===== src/rtl/ena_gen_pkg.sv =====
// Shared types and helpers for the fractional clock-enable generator.
package ena_gen_pkg;

  typedef enum logic [1:0] {
    ST_IDLE = 2'd0,
    ST_RUN  = 2'd1,
    ST_DONE = 2'd2,
    ST_ERR  = 2'd3
  } ena_gen_state_t;

  localparam int ACC_W_DEF = 16;
  localparam int CNT_W_DEF = 32;

  // Rate num/den must not exceed one strobe per cycle; den of zero is meaningless.
  function automatic logic ena_gen_cfg_valid(input logic [63:0] num, input logic [63:0] den);
    return (den != 64'd0) && (num <= den);
  endfunction

endpackage


===== src/rtl/ena_gen_acc.sv =====
// Bresenham accumulator: adds num each step, wraps by den and flags a strobe on wrap.
module ena_gen_acc #(
  parameter int ACC_W = 16
) (
  input  logic             clk,
  input  logic             rst,
  input  logic             clr,
  input  logic             step,
  input  logic [ACC_W-1:0] num,
  input  logic [ACC_W-1:0] den,
  output logic             hit
);

  logic [ACC_W-1:0] acc;
  logic [ACC_W:0]   sum;
  logic [ACC_W:0]   diff;

  // One extra bit keeps acc + num exact; acc < den holds so diff fits in ACC_W bits.
  assign sum  = {1'b0, acc} + {1'b0, num};
  assign diff = sum - {1'b0, den};
  assign hit  = step && (sum >= {1'b0, den});

  always_ff @(posedge clk or posedge rst) begin
    if (rst) begin
      acc <= '0;
    end else if (clr) begin
      acc <= '0;
    end else if (step) begin
      acc <= hit ? diff[ACC_W-1:0] : sum[ACC_W-1:0];
    end
  end

endmodule


===== src/rtl/ena_gen.sv =====
// Fractional clock-enable generator with double-buffered configuration.
// Optional burst limit and done pulse are enabled by defining ENA_GEN_BURST_EN.
module ena_gen
  import ena_gen_pkg::*;
#(
  parameter int ACC_W = ACC_W_DEF,
  parameter int CNT_W = CNT_W_DEF
) (
  input  logic             clk,
  input  logic             rst,
  input  logic [ACC_W-1:0] cfg_num_i,
  input  logic [ACC_W-1:0] cfg_den_i,
  input  logic [15:0]      cfg_burst_i,
  input  logic             cfg_load_i,
  input  logic             run_i,
  output logic             ena_o,
  output logic             busy_o,
  output logic             err_o,
  output logic             done_o,
  output logic [CNT_W-1:0] strobe_cnt_o
);

  ena_gen_state_t   state;
  logic [ACC_W-1:0] num_q;
  logic [ACC_W-1:0] den_q;
  logic             cfg_ok;
  logic             stepping;
  logic             hit;
  logic             burst_last;

  assign cfg_ok   = ena_gen_cfg_valid(64'(cfg_num_i), 64'(cfg_den_i));
  // A load cycle never steps, so accumulation restarts from zero afterwards.
  assign stepping = (state == ST_RUN) && run_i && !cfg_load_i;
  assign busy_o   = (state == ST_RUN);
  assign err_o    = (state == ST_ERR);

  ena_gen_acc #(.ACC_W(ACC_W)) u_acc (
    .clk  (clk),
    .rst  (rst),
    .clr  (!stepping),
    .step (stepping),
    .num  (num_q),
    .den  (den_q),
    .hit  (hit)
  );

`ifdef ENA_GEN_BURST_EN
  logic [15:0] burst_q;
  logic [15:0] bcnt_q;

  assign burst_last = hit && (burst_q != 16'd0) && ((bcnt_q + 16'd1) == burst_q);

  always_ff @(posedge clk or posedge rst) begin
    if (rst) begin
      burst_q <= '0;
      bcnt_q  <= '0;
    end else if (cfg_load_i) begin
      burst_q <= cfg_burst_i;
      bcnt_q  <= '0;
    end else if (stepping) begin
      if (hit) bcnt_q <= bcnt_q + 16'd1;
    end else begin
      bcnt_q <= '0;
    end
  end
`else
  logic unused_burst;
  assign unused_burst = ^cfg_burst_i;
  assign burst_last   = 1'b0;
`endif

  always_ff @(posedge clk or posedge rst) begin
    if (rst) begin
      state        <= ST_IDLE;
      num_q        <= ACC_W'(1);
      den_q        <= ACC_W'(1);
      ena_o        <= 1'b0;
      done_o       <= 1'b0;
      strobe_cnt_o <= '0;
    end else begin
      ena_o  <= 1'b0;
      done_o <= 1'b0;
      if (cfg_load_i) begin
        num_q        <= cfg_num_i;
        den_q        <= cfg_den_i;
        strobe_cnt_o <= '0;
        if (!cfg_ok)                        state <= ST_ERR;
        else if (state == ST_RUN && run_i)  state <= ST_RUN;
        else                                state <= ST_IDLE;
      end else begin
        case (state)
          ST_IDLE: if (run_i) state <= ST_RUN;
          ST_RUN: begin
            if (!run_i) begin
              state <= ST_IDLE;
            end else begin
              ena_o <= hit;
              if (hit) strobe_cnt_o <= strobe_cnt_o + CNT_W'(1);
              // The final burst strobe and the move to DONE share one edge.
              if (burst_last) begin
                state  <= ST_DONE;
                done_o <= 1'b1;
              end
            end
          end
          ST_DONE: if (!run_i) state <= ST_IDLE;
          ST_ERR:  state <= ST_ERR;
          default: state <= ST_IDLE;
        endcase
      end
    end
  end

endmodule


===== config.mk =====
export PLATFORM = sky130hd
export DESIGN_NAME = ena_gen
export DESIGN_NICKNAME = d
export VERILOG_FILES = /design/src/rtl/ena_gen_pkg.sv /design/src/rtl/ena_gen_acc.sv /design/src/rtl/ena_gen.sv
export SDC_FILE = /design/constraint.sdc
export NUM_CORES = 1
export LEC_CHECK = 0
export ABC_CLOCK_PERIOD_IN_PS = 4900
export BUFFER_PORTS_ARGS = -buffer_cell sky130_fd_sc_hd__buf_2
export CAP_MARGIN = 10
export CELL_PAD_IN_SITES_DETAIL_PLACEMENT = 1
export CELL_PAD_IN_SITES_GLOBAL_PLACEMENT = 2
export CORE_AREA = 3 3 130 132
export DETAILED_ROUTE_END_ITERATION = 8
export DIE_AREA = 0 0 133 135
export GPL_ROUTABILITY_DRIVEN = 0
export PLACE_DENSITY_LB_ADDON = 0.12
export SYNTH_ARGS = -nofsm -noshare
export SYNTH_HDL_FRONTEND = slang
export SYNTH_SLANG_ARGS = --single-unit

===== constraint.sdc =====
create_clock -name clk -period 4.9 [get_ports clk]
set_input_delay 0.735 -clock clk [delete_from_list [all_inputs] [get_ports clk]]
set_output_delay 0.735 -clock clk [all_outputs]
set_load 0.005 [all_outputs]

Word level (Yosys, flattened, before mapping). Cells that the tools add are included.

Flip-flop bits (word level): 83.

$add $sub $neg: 3. Magnitude comparators: 2. Equality and inequality tests: 5. Multiplexer cells: 15. Reduce and logical (&&, ||, !) cells: 13.

Operator list (count): $mux W32 (4); $add A32 B1 Y32 const B (1); $mux W16 (2); $add A16 B16 Y17 (1); $ge A17 B16 Y1 (1); $le A16 B16 Y1 (1); $reduce_bool A16 Y1 (1); $sub A16 B16 Y16 (1); $mux W2 (4); $ne A3 B3 Y1 const B (2); $pmux W2 S3 (1); $reduce_bool A2 Y1 (3); $eq A2 B2 Y1 const B (2); $logic_and A1 B1 Y1 (4); $mux W1 (4); $reduce_and A3 Y1 (1); $eq A2 B1 Y1 const B (1); $logic_not A2 Y1 (1); $reduce_and A2 Y1 (1); $reduce_or A2 Y1 (1); $logic_not A1 Y1 (1).

Longest topological paths before layout. Gate-level depths: netlist of run 1.

Depth after elaboration: 8. Depth in mapped cells: 19. Depth with buffers taken out: 18.

Modules after synthesis. A second synthesis of run 1 with hierarchy kept.

Cells, all modules: 637. Area, all modules: 5890.6 µm².

By module, submodules not included: ena_gen (instances 1, cells each 320, area each 3460.8 µm², seq. area each 1679.1 µm²); ena_gen_acc (instances 1, cells each 317, area each 2429.8 µm², seq. area each 400.4 µm²).

Least setup slack after synthesis of run 1. OpenSTA, ideal clock, no wires.

Path kind: register to register. Start: reg num_q[0]. End: reg strobe_cnt_o[12]. Arrival time: 3.879 ns. Data required time: 4.768 ns. Setup slack: 0.889 ns. Cell stages (with the launch flop): 20. Cells stage by stage: dfstp_2 -> ha_1 -> inv_1 -> fa_1 -> nor2b_1 -> o31a_1 -> o41ai_1 -> nand2_1 -> a41oi_1 -> xnor2_1 -> ha_1 -> nand4_1 -> or2_0 -> nor4_1 -> a2111o_1 -> o31a_1 -> buf_6 -> nand3_2 -> xor2_1 -> nor2_1.

Cells in the longest elaborated chain, start to end: 5.

RTL lines: start: declaration (RTL line ena_gen.sv:24) `logic [ACC_W-1:0] num_q;`; start signal: assignment (RTL line ena_gen.sv:84) `num_q <= cfg_num_i;`; $add A16 B16 Y17 (RTL line ena_gen_acc.sv:19) `assign sum = {1'b0, acc} + {1'b0, num};`; $ge A17 B16 Y1 (RTL line ena_gen_acc.sv:21) `assign hit = step && (sum >= {1'b0, den});`; $logic_and A1 B1 Y1 (RTL line ena_gen_acc.sv:21); $reduce_bool A2 Y1 (no line); $reduce_and A3 Y1 (no line); end signal: assignment (RTL line ena_gen.sv:98) `if (hit) strobe_cnt_o <= strobe_cnt_o + CNT_W'(1);`; end: declaration (RTL line ena_gen.sv:20) `output logic [CNT_W-1:0] strobe_cnt_o`.

Every way passes these cells. A chain may end at the register's enable or synchronous reset.

Worst setup path after layout of run 1.
Start: reg num_q[0]. End: reg u_acc.acc[5].

Cells in the longest elaborated chain, start to end: 5. Elaborated cells on any way between the ends: 6. Those cells by class: add/sub (2); order compare (1); mux (2); reduce/logical (1).

RTL lines: $add A16 B16 Y17 (*) (RTL line ena_gen_acc.sv:19); $ge A17 B16 Y1 (RTL line ena_gen_acc.sv:21); $logic_and A1 B1 Y1 (RTL line ena_gen_acc.sv:21); $mux W16 (*) (RTL line ena_gen_acc.sv:29) `acc <= hit ? diff[ACC_W-1:0] : sum[ACC_W-1:0];`; $mux W16 (*) (RTL line ena_gen_acc.sv:26) `end else if (clr) begin`; end signal: assignment (RTL line ena_gen_acc.sv:29); end: declaration (RTL line ena_gen_acc.sv:14) `logic [ACC_W-1:0] acc;`.

Mark *: on every way between the ends. The rest lies on a longest branch, timed or not.

==> summary by stage, run 1 <==
Timing
The number of failing setup endpoints in the final timing report is 0. The number of hold-slack violations in the final timing report is 0. At the pin with the least slew margin, the transition time is 973 ps. The part of the cycle the worst path needs is 0.947. The max-slew headroom at the worst pin is 0.351. The number of slew-limit violations in the final report is 0. Hold timing on the final database bottoms out at a slack of between 500 and 600 ps. The worst path needs 4640 ps of the cycle, external delays included. Static timing analysis puts the maximum clock frequency at 0.215 GHz. The clock skew after layout is about 7.4 ps. Once routing completed, OpenROAD measured the worst setup slack at 259 ps.

Place
The count of buffers inserted at the top-level ports is 70. The worst slack at placement is approximately 150 ps. The placed instances occupy a cell area of 6150 um^2. Summed over all nets, the half-perimeter wirelength after detailed placement is 12,000 um.

CTS
Counting the buffers created by CTS gives 9. The tree is rooted in a clkbuf_16. No sink is reached through more buffers than the 2 on the longest clock path. The quantity of hold-fixing buffers added after cts is 0.

The insertion delay of the later-clocked pin in the worst-skew pair is approximately 340 ps. TritonCTS built the clock tree. After clock tree synthesis, the clock-pin slew on the worst setup and hold paths is about 60 ps. The number of levels the H-tree was split into is 3. The clock drives 83 sinks.

Critical path
The worst register-to-register path has a setup slack of around 260 ps. The path depth of the worst reg2reg path is 21. The critical path goes through ha_1, inv_1, fa_1, nor2b_1, o31a_1, buf_4, nor3_1, o21ai_0, a21oi_1, xnor2_1, ha_1, nand3_1, nor4_2, buf_4, a2111o_1, buf_4, nor3_4, buf_12, nor2_1, a21oi_1, nor2_1. The biggest cell delay along the critical path is around 540 ps.

Data on the critical path arrives at its endpoint at a little under 5000 ps. The category of the most critical setup path is reg -> reg. In this run the critical register-to-register path is captured at u_acc.acc[5].

The largest fanout of any net on the critical path is 26. The most numerous cell type found on the critical path is buf_4. The critical register-to-register path startpoint is num_q[0]. The startpoint of the worst setup timing path is num_q[0]. The cell type of the slowest stage on the worst timing path is dfstp_2. The capturing instance or port of the critical path is u_acc.acc[5]. The type of element launching the critical path is a flop. The endpoint class of the critical path is a flop. For the worst setup path, the data required time is between 5000 and 6000 ps.

Layout
The layout-stage area growth over the synthesis result is 18.0%. The number of antenna diodes in the final layout is 0. The area of all placed cells without fillers is around 6500 um^2. The final layout contains ~790 nets. Of the cells placed in the final design, the portion with a size suffix greater than 1 is 0.188.

Global route
The number of antenna violations at the first check in global routing is 3. The number of global-route vias before repair was between 5k and 6k. The first-pass GRT wire length is 26,100 um. The total overflow reported by the global router is 0. Entering global routing, the biggest net connects 56 pins. In the global route stage, overall resource usage came out at 0.181.

Floorplan
The starting utilization of the core area is 0.348. The die footprint is about 18,000 um^2. From bottom edge to top edge, the die measures about 140 um. The core region is between 15,000 and 20,000 um^2.

In this run the core area contains 46 standard-cell rows. During I/O placement, the number of pins put on the boundary was 88. In this run the horizontal extent of the chip is roughly 130 um.

Drt
Dividing the detail-routed wire length by the instance count gives between 15 and 20 um. Summing over every cut layer, the via total after detailed routing is 4,629. The detailed-route vias per instance is ~5.1. The first-pass detailed-route iteration total is 4. In this run the remaining antenna-violating nets after routing total 0.

For this run, design rule violations remaining after detail routing come to 0. The detailed-route wire length is around 16,000 um. For this block, the initial DRC count from the detailed router was 143.

Yosys
In this run, synthesis inferred 0 flip-flops with an integrated enable. The most used flip-flop cell after synthesis is dfrtp_1. The post-synthesis instance total is 605. Counting distinct cell types in the post-synthesis netlist gives 60. A synthesized cell averages between 9 and 10 um^2.

The share of synthesized area in the top cell type comes to 0.368. Ranked by total cell area, the synthesized netlist is headed by dfrtp_1 37%, ha_1 12%, nor2_1 5.0%, xnor2_1 4.6%, a21oi_1 3.6%. The async set or reset register ratio after synthesis is 1.00.

The library cell occupying the most area in the post-synthesis netlist is dfrtp_1. Counting flops and latches in the post-synthesis netlist gives 83. The sequential area share after synthesis is 0.378. The multiplexer fraction of the synthesized cell area is 0.0437. The simple-gate portion of the synthesized area is 0.186.

Of the total synthesized cell area, the portion taken by XOR and XNOR cells is 0.0780. In the synthesized netlist, the cells that appear most often are 81 x dfrtp_1, 74 x nor2_1, 52 x ha_1. The most common cell in the synthesized netlist is dfrtp_1. The synthesized-area fraction occupied by ao, oa, aoi and oai cells is 0.140. The post-synthesis share of cell area spent on full adders, half adders and majority gates is 0.126. The combined area of all synthesized cells is about 5500 um^2. Yosys printed 0 warnings. When the netlist entered floorplanning its net count stood at around 700. The main combinational cell family by area after synthesis is simple AND/OR/NAND/NOR gates.

Job
Across the run, the number of max-cap violations was 0.

Power and ir drop
Across the VDD grid, the largest voltage drop is about 0.00015 V. The design draws between 0.002 and 0.0025 W. The static leakage power is between 3 and 4 nW. For this design the ratio of total power to cell area is 370 nW/um^2.

Status
The run finished with clean final reports.

Hold path
The tightest min-delay check is of the reg -> reg type.
final cells by class:
| cell class | count | area (um^2) |
|---|---|---|
| fillers | 1867 | 9340 |
| multi-input cells | 458 | 3190 |
| flip-flops and latches | 83 | 2080 |
| repair buffers | 82 | 478 |
| well taps | 216 | 270 |
| clock buffers | 13 | 250 |
| inverters | 47 | 178 |
| clock inverters | 3 | 40.0 |
worst max-delay path: cells and delay by family (launching register included):
family	cells	cell delay, ps
AO/OA/AOI/OAI	5	1190
adder cells (fa/ha/maj)	3	930
buffers and inverters	5	760
flip-flops	1	540
XOR/XNOR	1	210
AND/OR/NAND/NOR	7	860
state kept, by name (all words and copies together), names as in the netlist:
signal	flops
u_acc.acc	16
ena_o	1
den_q	16
state	2
strobe_cnt_o	32
num_q	16
worst min-delay path by stage:
| stage | start | cells after the start | to |
|---|---|---|---|
| floorplan | num_q[12] | 1 | num_q[12] |
| global placement | num_q[14] | 1 | num_q[14] |
| detailed placement | num_q[10] | 1 | num_q[10] |
| CTS | num_q[10] | 1 | num_q[10] |
| global route | num_q[5] | 1 | num_q[5] |
| finish | num_q[10] | 1 | num_q[10] |
stage by stage:
step           TNS (ps)   util  instances
6_report              0  0.410        902
5_1_grt           -44.3  0.410        902
4_1_cts               0  0.407        900
3_5_place_dp          0  0.389        884
3_3_place_gp          0  0.389        884
2_1_floorplan         0      -        605
layout by cell type (no fill, tap or decap), drive strengths merged, types with 3 or more instances in the layout:
master  count
a211oi      5
a21o        7
a21oi      40
and2        3
and3        4
and4        4
buf        82
clkbuf     13
clkinv      3
dfrtp      81
ha         52
inv        46
mux2       16
mux2i       6
nand2      45
nand2b      4
nand3      20
nand4      11
nor2       74
nor2b       7
nor3       14
nor4        7
o21a        8
o21ai      37
o31a        3
o31ai       3
o41ai       3
or2         4
or3         9
xnor2      29
xor2       20
per-layer routing:
layer	share of wire	GRT usage	up-vias
met5	0.0022	0	-
met4	0.017	0.0548	6
met3	0.036	0.0365	24
met2	0.49	0.312	60
met1	0.45	0.229	2289
li1	-	-	2250
what timing repair did:
item,in CTS,in global routing
endpoints found under the setup margin,0,47
buffers inserted,0,2
gates resized for setup,0,6
hold endpoints to repair,0,0
cells by family (layout without fill, tap and decap cells):
kind of cell / Yosys count / in the layout
other: 1 / 1
and+or+nand+nor: 208 / 208
adders and majority gates: 54 / 54
muxes: 22 / 22
xor gates and xnor gates: 49 / 49
AOI/OAI and AO/OA: 124 / 124
DFF: 83 / 83
buffers and inverters: 64 / 145
power by group:
part | leakage (nW) | internal, W | switching, W
logic | 1.94 | 0.000406 | 0.000558
registers | 1.08 | 0.000735 | 0.0000267
clock network | 0.144 | 0.000408 | 0.000270
total | 3.16 | 0.00155 | 0.000855
(Power assumes the default switching activity.)
==> run 2, diff against run 1 <==
==> config.mk (replaced) <==
export PLATFORM = sky130hd
export DESIGN_NAME = ena_gen
export DESIGN_NICKNAME = d
export VERILOG_FILES = /design/src/rtl/ena_gen_pkg.sv /design/src/rtl/ena_gen_acc.sv /design/src/rtl/ena_gen.sv
export SDC_FILE = /design/constraint.sdc
export NUM_CORES = 1
export LEC_CHECK = 0
export BUFFER_PORTS_ARGS = -buffer_cell sky130_fd_sc_hd__buf_2
export CAP_MARGIN = 10
export CELL_PAD_IN_SITES_DETAIL_PLACEMENT = 1
export CELL_PAD_IN_SITES_GLOBAL_PLACEMENT = 2
export CORE_AREA = 3 3 140 142
export DETAILED_ROUTE_END_ITERATION = 8
export DIE_AREA = 0 0 143 145
export GPL_ROUTABILITY_DRIVEN = 0
export PLACE_DENSITY_LB_ADDON = 0.1
export SYNTH_ARGS = -nofsm -noshare
export SYNTH_HDL_FRONTEND = slang
export SYNTH_SLANG_ARGS = --single-unit
==> summary by stage, run 2 (synthesis results as in run 1) <==
CTS
The number of levels the H-tree was split into was 3 (unchanged). The insertion delay of the later-clocked pin in the worst-skew pair is 340 ps (about the same). The deepest clock path buffer count came to 2 (unchanged). The root buffer selected by CTS is clkbuf_16. The TritonCTS clock tree is yes. The number of buffers created by CTS is 9 (unchanged). The clock transition time at the flip-flop clock pins of the worst setup and hold paths came to 60 ps (about the same). The TritonCTS sink count is 83 (unchanged).

Critical path
The type of element launching the critical path is a flop. The cell type of the slowest stage on the worst timing path is dfstp_2. Traced cell by cell, the critical path runs through ha_1, inv_1, fa_1, nor2b_1, o31a_1, o41ai_2, buf_4, nand2_1, a41oi_1, xnor2_1, ha_1, nand4_1, or2_0, nor4_2, buf_4, a2111o_1, nor3_4, buf_12, buf_4, mux2i_1, nor2_1. The critical path is of the reg -> reg type. The reg-to-reg endpoint is u_acc.acc[11]. STA classifies the critical path endpoint as a flop. The total buffers and inverters traversed by the critical path is 5 (unchanged). The arrival time of the worst setup path is 4770 ps (-80 ps). The cell family contributing the most delay on the critical path is simple AND/OR/NAND/NOR gates. The slack of the worst reg-to-reg path is 330 ps (+70 ps). The largest fanout of any net on the critical path is 18 (-31%). The path depth of the worst reg2reg path is 21 (unchanged). The endpoint required time on the critical path is 5100 ps (about the same).

Counting stages on the worst path, the most repeated cell is buf_4. The startpoint identified for the worst register-to-register timing path is num_q[0]. The biggest cell delay along the critical path was 530 ps (about the same).

Layout
Ranked by flip-flop count, first place goes to strobe_cnt_o. Leaving out fill and tap cells, the most frequent cells in the layout are 81 x dfrtp_1, 74 x nor2_1, 70 x buf_2. The area of all placed cells without fillers is 6540 um^2 (+0.75%). From synthesis to final layout, the design area changed by 18.9%. The library cell used most frequently in the layout, excluding fill and tap cells, is dfrtp_1. The number of flip-flops under the largest register name is 32 (unchanged). The utilization after layout was 0.352 (-0.0581). The number of fill cells is 2,198 (+18%).

The final net count is 793 (+0.76%). The post-route non-filler standard cell count is 927 (+2.8%). The share of final-layout standard cells stronger than drive strength 1 is 0.197 (+0.00849).

Timing
The max-slew headroom at the worst pin is 0.471 (+0.120). The worst-margin pin slew is 794 ps (-179 ps). The number of failing setup endpoints in the final timing report is 0 (unchanged).

The number of slew-limit violations in the final report is 0 (unchanged). The clock skew after layout is 7.98 ps (+0.534 ps). Setup repair after global routing left no endpoint under its margin. The part of the cycle the worst path needs was 0.932 (-0.0151). The number of hold-slack violations in the final timing report is 0 (unchanged).

The setup TNS is 0 ps (unchanged). The highest achievable clock rate is 0.219 GHz (+1.6%). The clock period minus final worst setup slack was 4570 ps (-74.1 ps).

Global route
The pin count of the biggest net entering global routing is 50 (-11%). The number of antenna violations at the first check in global routing is 3 (unchanged). The overall track demand over capacity in global routing is 0.158 (-0.0229). The total overflow reported by the global router was 0 (unchanged). The number of global-route vias before repair is 5,018 (-0.30%). The first-pass GRT wire length is 26,200 um (+0.32%).

Power and ir drop
The static leakage power is 3.17 nW (+0.32%). The maximum ir drop on the vdd rail is 0.000167 V (+11%). The ratio of total power to cell area came to 364 nW/um^2 (-1.7%).

Drt
The via count is 4,586 (-0.93%). The violation count after the first detailed-route iteration came to 151 (+5.6%). The wire length per cell after detailed routing is 16.9 um (-2.2%). The detailed-route wire length was 15,700 um (+0.51%). The post-route DRC violation count is 0 (unchanged). The detailed-route vias per instance is 4.95 (-3.6%). The number of routed nets with antenna violations was 0 (unchanged). The first-pass detailed-route iteration total was 4 (unchanged).

Status
The run finished with clean final reports.

Job
The number of max-capacitance violations reported is 0 (unchanged).

Floorplan
The die width came to 143 um (+7.5%). The site row count is 50 (+8.7%). The number of top-level design ports is 88 (unchanged). The die footprint is 20,700 um^2 (+15%).

The starting utilization of the core area is 0.296 (-0.0515). The area of the core region came to 18,600 um^2 (+17%). The y dimension of the die is 145 um (+7.4%).

Hold path
The tightest min-delay check is of the in -> async type.

Place
The sum of net half-perimeters after detailed placement came to 12,300 um (+3.0%). The count of buffers inserted at the top-level ports came to 70 (unchanged). The cell count after placement came to 909 (+2.8%). The post-place instance area is 6220 um^2 (+1.2%).
## run 2: worst max path at each step
| stage | startpoint | to | slack (ps) | cells after the start |
|---|---|---|---|---|
| 6_report | num_q[0] | u_acc.acc[11] | 330 | 21 |
| 5_1_grt | num_q[0] | strobe_cnt_o[21] | 20 | 20 |
| 4_1_cts | num_q[0] | strobe_cnt_o[5] | 190 | 21 |
| 3_5_place_dp | num_q[0] | strobe_cnt_o[29] | 230 | 20 |
| 3_3_place_gp | num_q[0] | strobe_cnt_o[5] | 350 | 22 |
| 2_1_floorplan | num_q[0] | strobe_cnt_o[12] | 890 | 19 |
## run 2: final cells by class
cell class                 instances  area [um^2]  share of cell area
timing repair buffer              88          523              0.0800
clock inverter                     4         25.0             0.00383
clock buffer                      12          256              0.0392
sequential                        83         2080               0.318
inverter                          47          178              0.0272
multi-input combinational        458         3180               0.487
antenna                            1         2.50            0.000383
tap                              234          293              0.0448
## run 2: report_power, final
| part | switching [W] | total (W) | internal [W] |
|---|---|---|---|
| registers | 0.0000254 | 0.000760 | 0.000735 |
| clock network | 0.000275 | 0.000645 | 0.000370 |
| logic | 0.000560 | 0.000976 | 0.000417 |
## run 2: per-layer routing
| layer | vias to the layer above | GRT usage | wire, um |
|---|---|---|---|
| met5 | - | 0 | 14 |
| met4 | 4 | 0.0490 | 250 |
| met3 | 20 | 0.0303 | 487 |
| met2 | 49 | 0.263 | 7640 |
| met1 | 2242 | 0.206 | 7270 |
| li1 | 2271 | - | - |
## run 2: worst register-to-register path: stages, from the launching register on
cell	delay, ps
dfstp_2	530
ha_1	190
inv_1	70
fa_1	400
nor2b_1	190
o31a_1	200
o41ai_2	80
buf_4	150
nand2_1	90
a41oi_1	140
xnor2_1	260
ha_1	310
nand4_1	120
or2_0	190
nor4_2	70
buf_4	140
a2111o_1	410
nor3_4	290
buf_12	190
buf_4	170
mux2i_1	180
nor2_1	60
## run 2: what timing repair did
action                                  CTS  global route
gates resized for setup                   0             3
endpoints found under the setup margin    0            24
buffers inserted                          0             1
hold buffers                              0             0
## run 2: metrics by stage
step / power (W) / hold WS [ps] / worst slack, ps
after floorplan: 0.00147 / 487 / 889
after global placement: 0.00173 / 513 / 348
after detailed placement: 0.00175 / 509 / 234
after CTS: 0.00242 / 471 / 186
after global routing: 0.00258 / 500 / 17.5
final: 0.00238 / 449 / 333
==> run 3, diff against run 2 <==
--- a/config.mk
+++ b/config.mk
@@ -9,9 +9,9 @@
 export CAP_MARGIN = 10
 export CELL_PAD_IN_SITES_DETAIL_PLACEMENT = 1
 export CELL_PAD_IN_SITES_GLOBAL_PLACEMENT = 2
-export CORE_AREA = 3 3 140 142
+export CORE_AREA = 3 3 119 167
 export DETAILED_ROUTE_END_ITERATION = 8
-export DIE_AREA = 0 0 143 145
+export DIE_AREA = 0 0 122 170
 export GPL_ROUTABILITY_DRIVEN = 0
 export PLACE_DENSITY_LB_ADDON = 0.1
 export SYNTH_ARGS = -nofsm -noshare
==> summary by stage, run 3 (synthesis results as in run 1) <==
Timing
The number of hold-slack violations in the final timing report is 0 (unchanged). The number of failing setup endpoints in the final timing report came to 0 (unchanged). The max-slew headroom at the worst pin is 0.296 (-0.175). The final worst slack came to 338 ps (+4.76 ps). The number of slew-limit violations in the final report is 0 (unchanged). The clock period minus final worst setup slack came to 4560 ps (-4.76 ps). The clock skew after layout is 9.78 ps (+1.80 ps).

Setup repair after global routing left no endpoint under its margin. The worst-margin pin slew is 1060 ps (+263 ps). The setup TNS was 0 ps (unchanged). The part of the cycle the worst path needs is 0.931 (-0.000971). The highest achievable clock rate is 0.219 GHz (+0.10%).

Power and ir drop
The switching part of the total power came to 0.356 (-0.00493). The share of total power in combinational logic is 0.403 (-0.007). The static leakage power was 3.18 nW (+0.13%). The sequential power share is 0.309 (-0.010). The cell internal power dissipation came to 0.00158 W (+4.2%). The switching component of the power is 0.000877 W (+2.0%). The ratio of total power to cell area was 373 nW/um^2 (+2.5%). The maximum ir drop on the vdd rail is 0.000125 V (-25%).

The share of power burned in the clock network is 0.289 (+0.018). The total design power is 0.00246 W (+3.4%).

Global route
The first-pass GRT wire length was 26,800 um (+2.7%). The overall track demand over capacity in global routing was 0.164 (+0.00652). The number of antenna violations at the first check in global routing is 1 (-2). The number of global-route vias before repair was 5,145 (+2.5%). The total overflow reported by the global router was 0 (unchanged). The pin count of the biggest net entering global routing came to 58 (+16%).

Drt
The via count is 4,617 (+0.68%). The first-pass detailed-route iteration total is 4 (unchanged). The violation count after the first detailed-route iteration came to 141 (-6.6%). The wire length per cell after detailed routing came to 17.3 um (+2.2%). The number of routed nets with antenna violations is 0 (unchanged).

The detailed-route vias per instance is 4.94 (about the same). The post-route DRC violation count is 0 (unchanged). The detailed-route wire length is 16,100 um (+3.0%).

Layout
The number of flip-flops under the largest register name is 32 (unchanged). The top cell types in the final layout, fill and taps aside, are 81 x dfrtp_1, 74 x nor2_1, 70 x buf_2. The layout-stage area growth over the synthesis result is 19.8%. The share of final-layout standard cells stronger than drive strength 1 came to 0.200 (+0.00347).

The most frequent standard cell in the layout excluding fill and tap cells is dfrtp_1. The number of inserted diodes is 0 (-1). The final net count is 791 (-0.25%). The register with the most flip-flops in the final layout is strobe_cnt_o. The post-route non-filler standard cell count is 934 (+0.76%).

Floorplan
The number of top-level design ports was 88 (unchanged). The die footprint is 20,700 um^2 (about the same). The area of the core region came to 18,500 um^2 (-0.28%).

The die width was 122 um (-15%). The starting utilization of the core area is 0.297 (+0.000820). The site row count was 59 (+18%).

The y dimension of the die was 170 um (+17%).

Place
The cell count after placement is 917 (+0.88%). The sum of net half-perimeters after detailed placement is 12,700 um (+2.9%). The count of buffers inserted at the top-level ports is 70 (unchanged). The worst slack at placement came to 297 ps (+62.9 ps).

CTS
The TritonCTS clock tree is yes. The clock transition time at the flip-flop clock pins of the worst setup and hold paths is 70 ps (about the same). The insertion delay of the later-clocked pin in the worst-skew pair is 340 ps (about the same). The number of buffers created by CTS is 9 (unchanged). The quantity of hold-fixing buffers added after cts came to 0 (unchanged). The root buffer selected by CTS is clkbuf_16. The number of levels the H-tree was split into is 3 (unchanged). The deepest clock path buffer count was 2 (unchanged). The TritonCTS sink count was 83 (unchanged).

Critical path
The cell repeated most along the worst path is buf_4. The total buffers and inverters traversed by the critical path is 6 (+1). The cell family contributing the most delay on the critical path is compound AO/OA/AOI/OAI gates. The signal on the critical path passes through ha_1, inv_1, fa_1, nor2b_1, o31a_1, o41ai_2, buf_4, nand2_1, buf_4, xor2_1, ha_1, buf_4, a211oi_1, o21a_1, o22ai_1, o21a_1, nor3_4, buf_12, buf_12, mux2i_2, nor2_1.

The biggest cell delay along the critical path was 530 ps (about the same). The largest fanout of any net on the critical path is 18 (unchanged). The type of element launching the critical path is a flop. The cell type of the slowest stage on the worst timing path is dfstp_2. The arrival time of the worst setup path came to 4770 ps (about the same). The category of the most critical setup path is reg -> reg. The worst setup path is captured at a flop. The endpoint required time on the critical path came to 5110 ps (about the same).

Status
The flow ran to the end, and the final reports show no timing, DRC or antenna violations.

Job
The number of max-capacitance violations reported is 0 (unchanged).

Hold path
The min-delay analysis places its worst path in the category in -> async.
==> run 3: through the flow <==
stage,hold WS (ps),cell area (um^2),utilization
floorplan,487,5500,-
global placement,509,6230,0.336
detailed placement,508,6230,0.336
CTS,526,6540,0.353
global route,546,6590,0.356
finish,506,6590,0.356
==> run 3: path summary, 6_finish.rpt <==
check                      startpoint            end  slack (ps)  cells after the start
setup / recovery             num_q[0]  u_acc.acc[14]         340                     21
hold / removal                    rst       state[1]         510                      2
setup reg to reg             num_q[0]  u_acc.acc[14]         340                     21
hold reg to reg             num_q[14]      num_q[14]         520                      1
max in group asynchronous         rst   u_acc.acc[4]        3320                      3
min in group clk            num_q[14]      num_q[14]         520                      1
==> run 3: power by group through the flow <==
stage / clock network, W / logic, W / registers (W)
2_1_floorplan: 0 / 0.000703 / 0.000764
3_3_place_gp: 0 / 0.000966 / 0.000771
3_5_place_dp: 0 / 0.000982 / 0.000772
4_1_cts: 0.000738 / 0.000991 / 0.000761
5_1_grt: 0.000766 / 0.00113 / 0.000766
6_report: 0.000710 / 0.000991 / 0.000760
==> run 3: cell type report <==
class / instances / area, um^2
sequential: 83 / 2080
timing repair buffer: 86 / 520
inverter: 47 / 178
fill: 2166 / 11900
multi-input combinational: 458 / 3200
clock inverter: 4 / 50.0
clock buffer: 12 / 256
tap: 244 / 305
==> run 3: per-layer routing <==
metal,share of wire,global-route usage
met3,0.029,0.0319
met2,0.54,0.301
met5,0.00043,0
met1,0.43,0.193
met4,0.0099,0.0468
==> run 3: timing repair <==
item	CTS	global route
endpoints found under the setup margin	0	21
resized for setup	0	7
buffers inserted	0	1
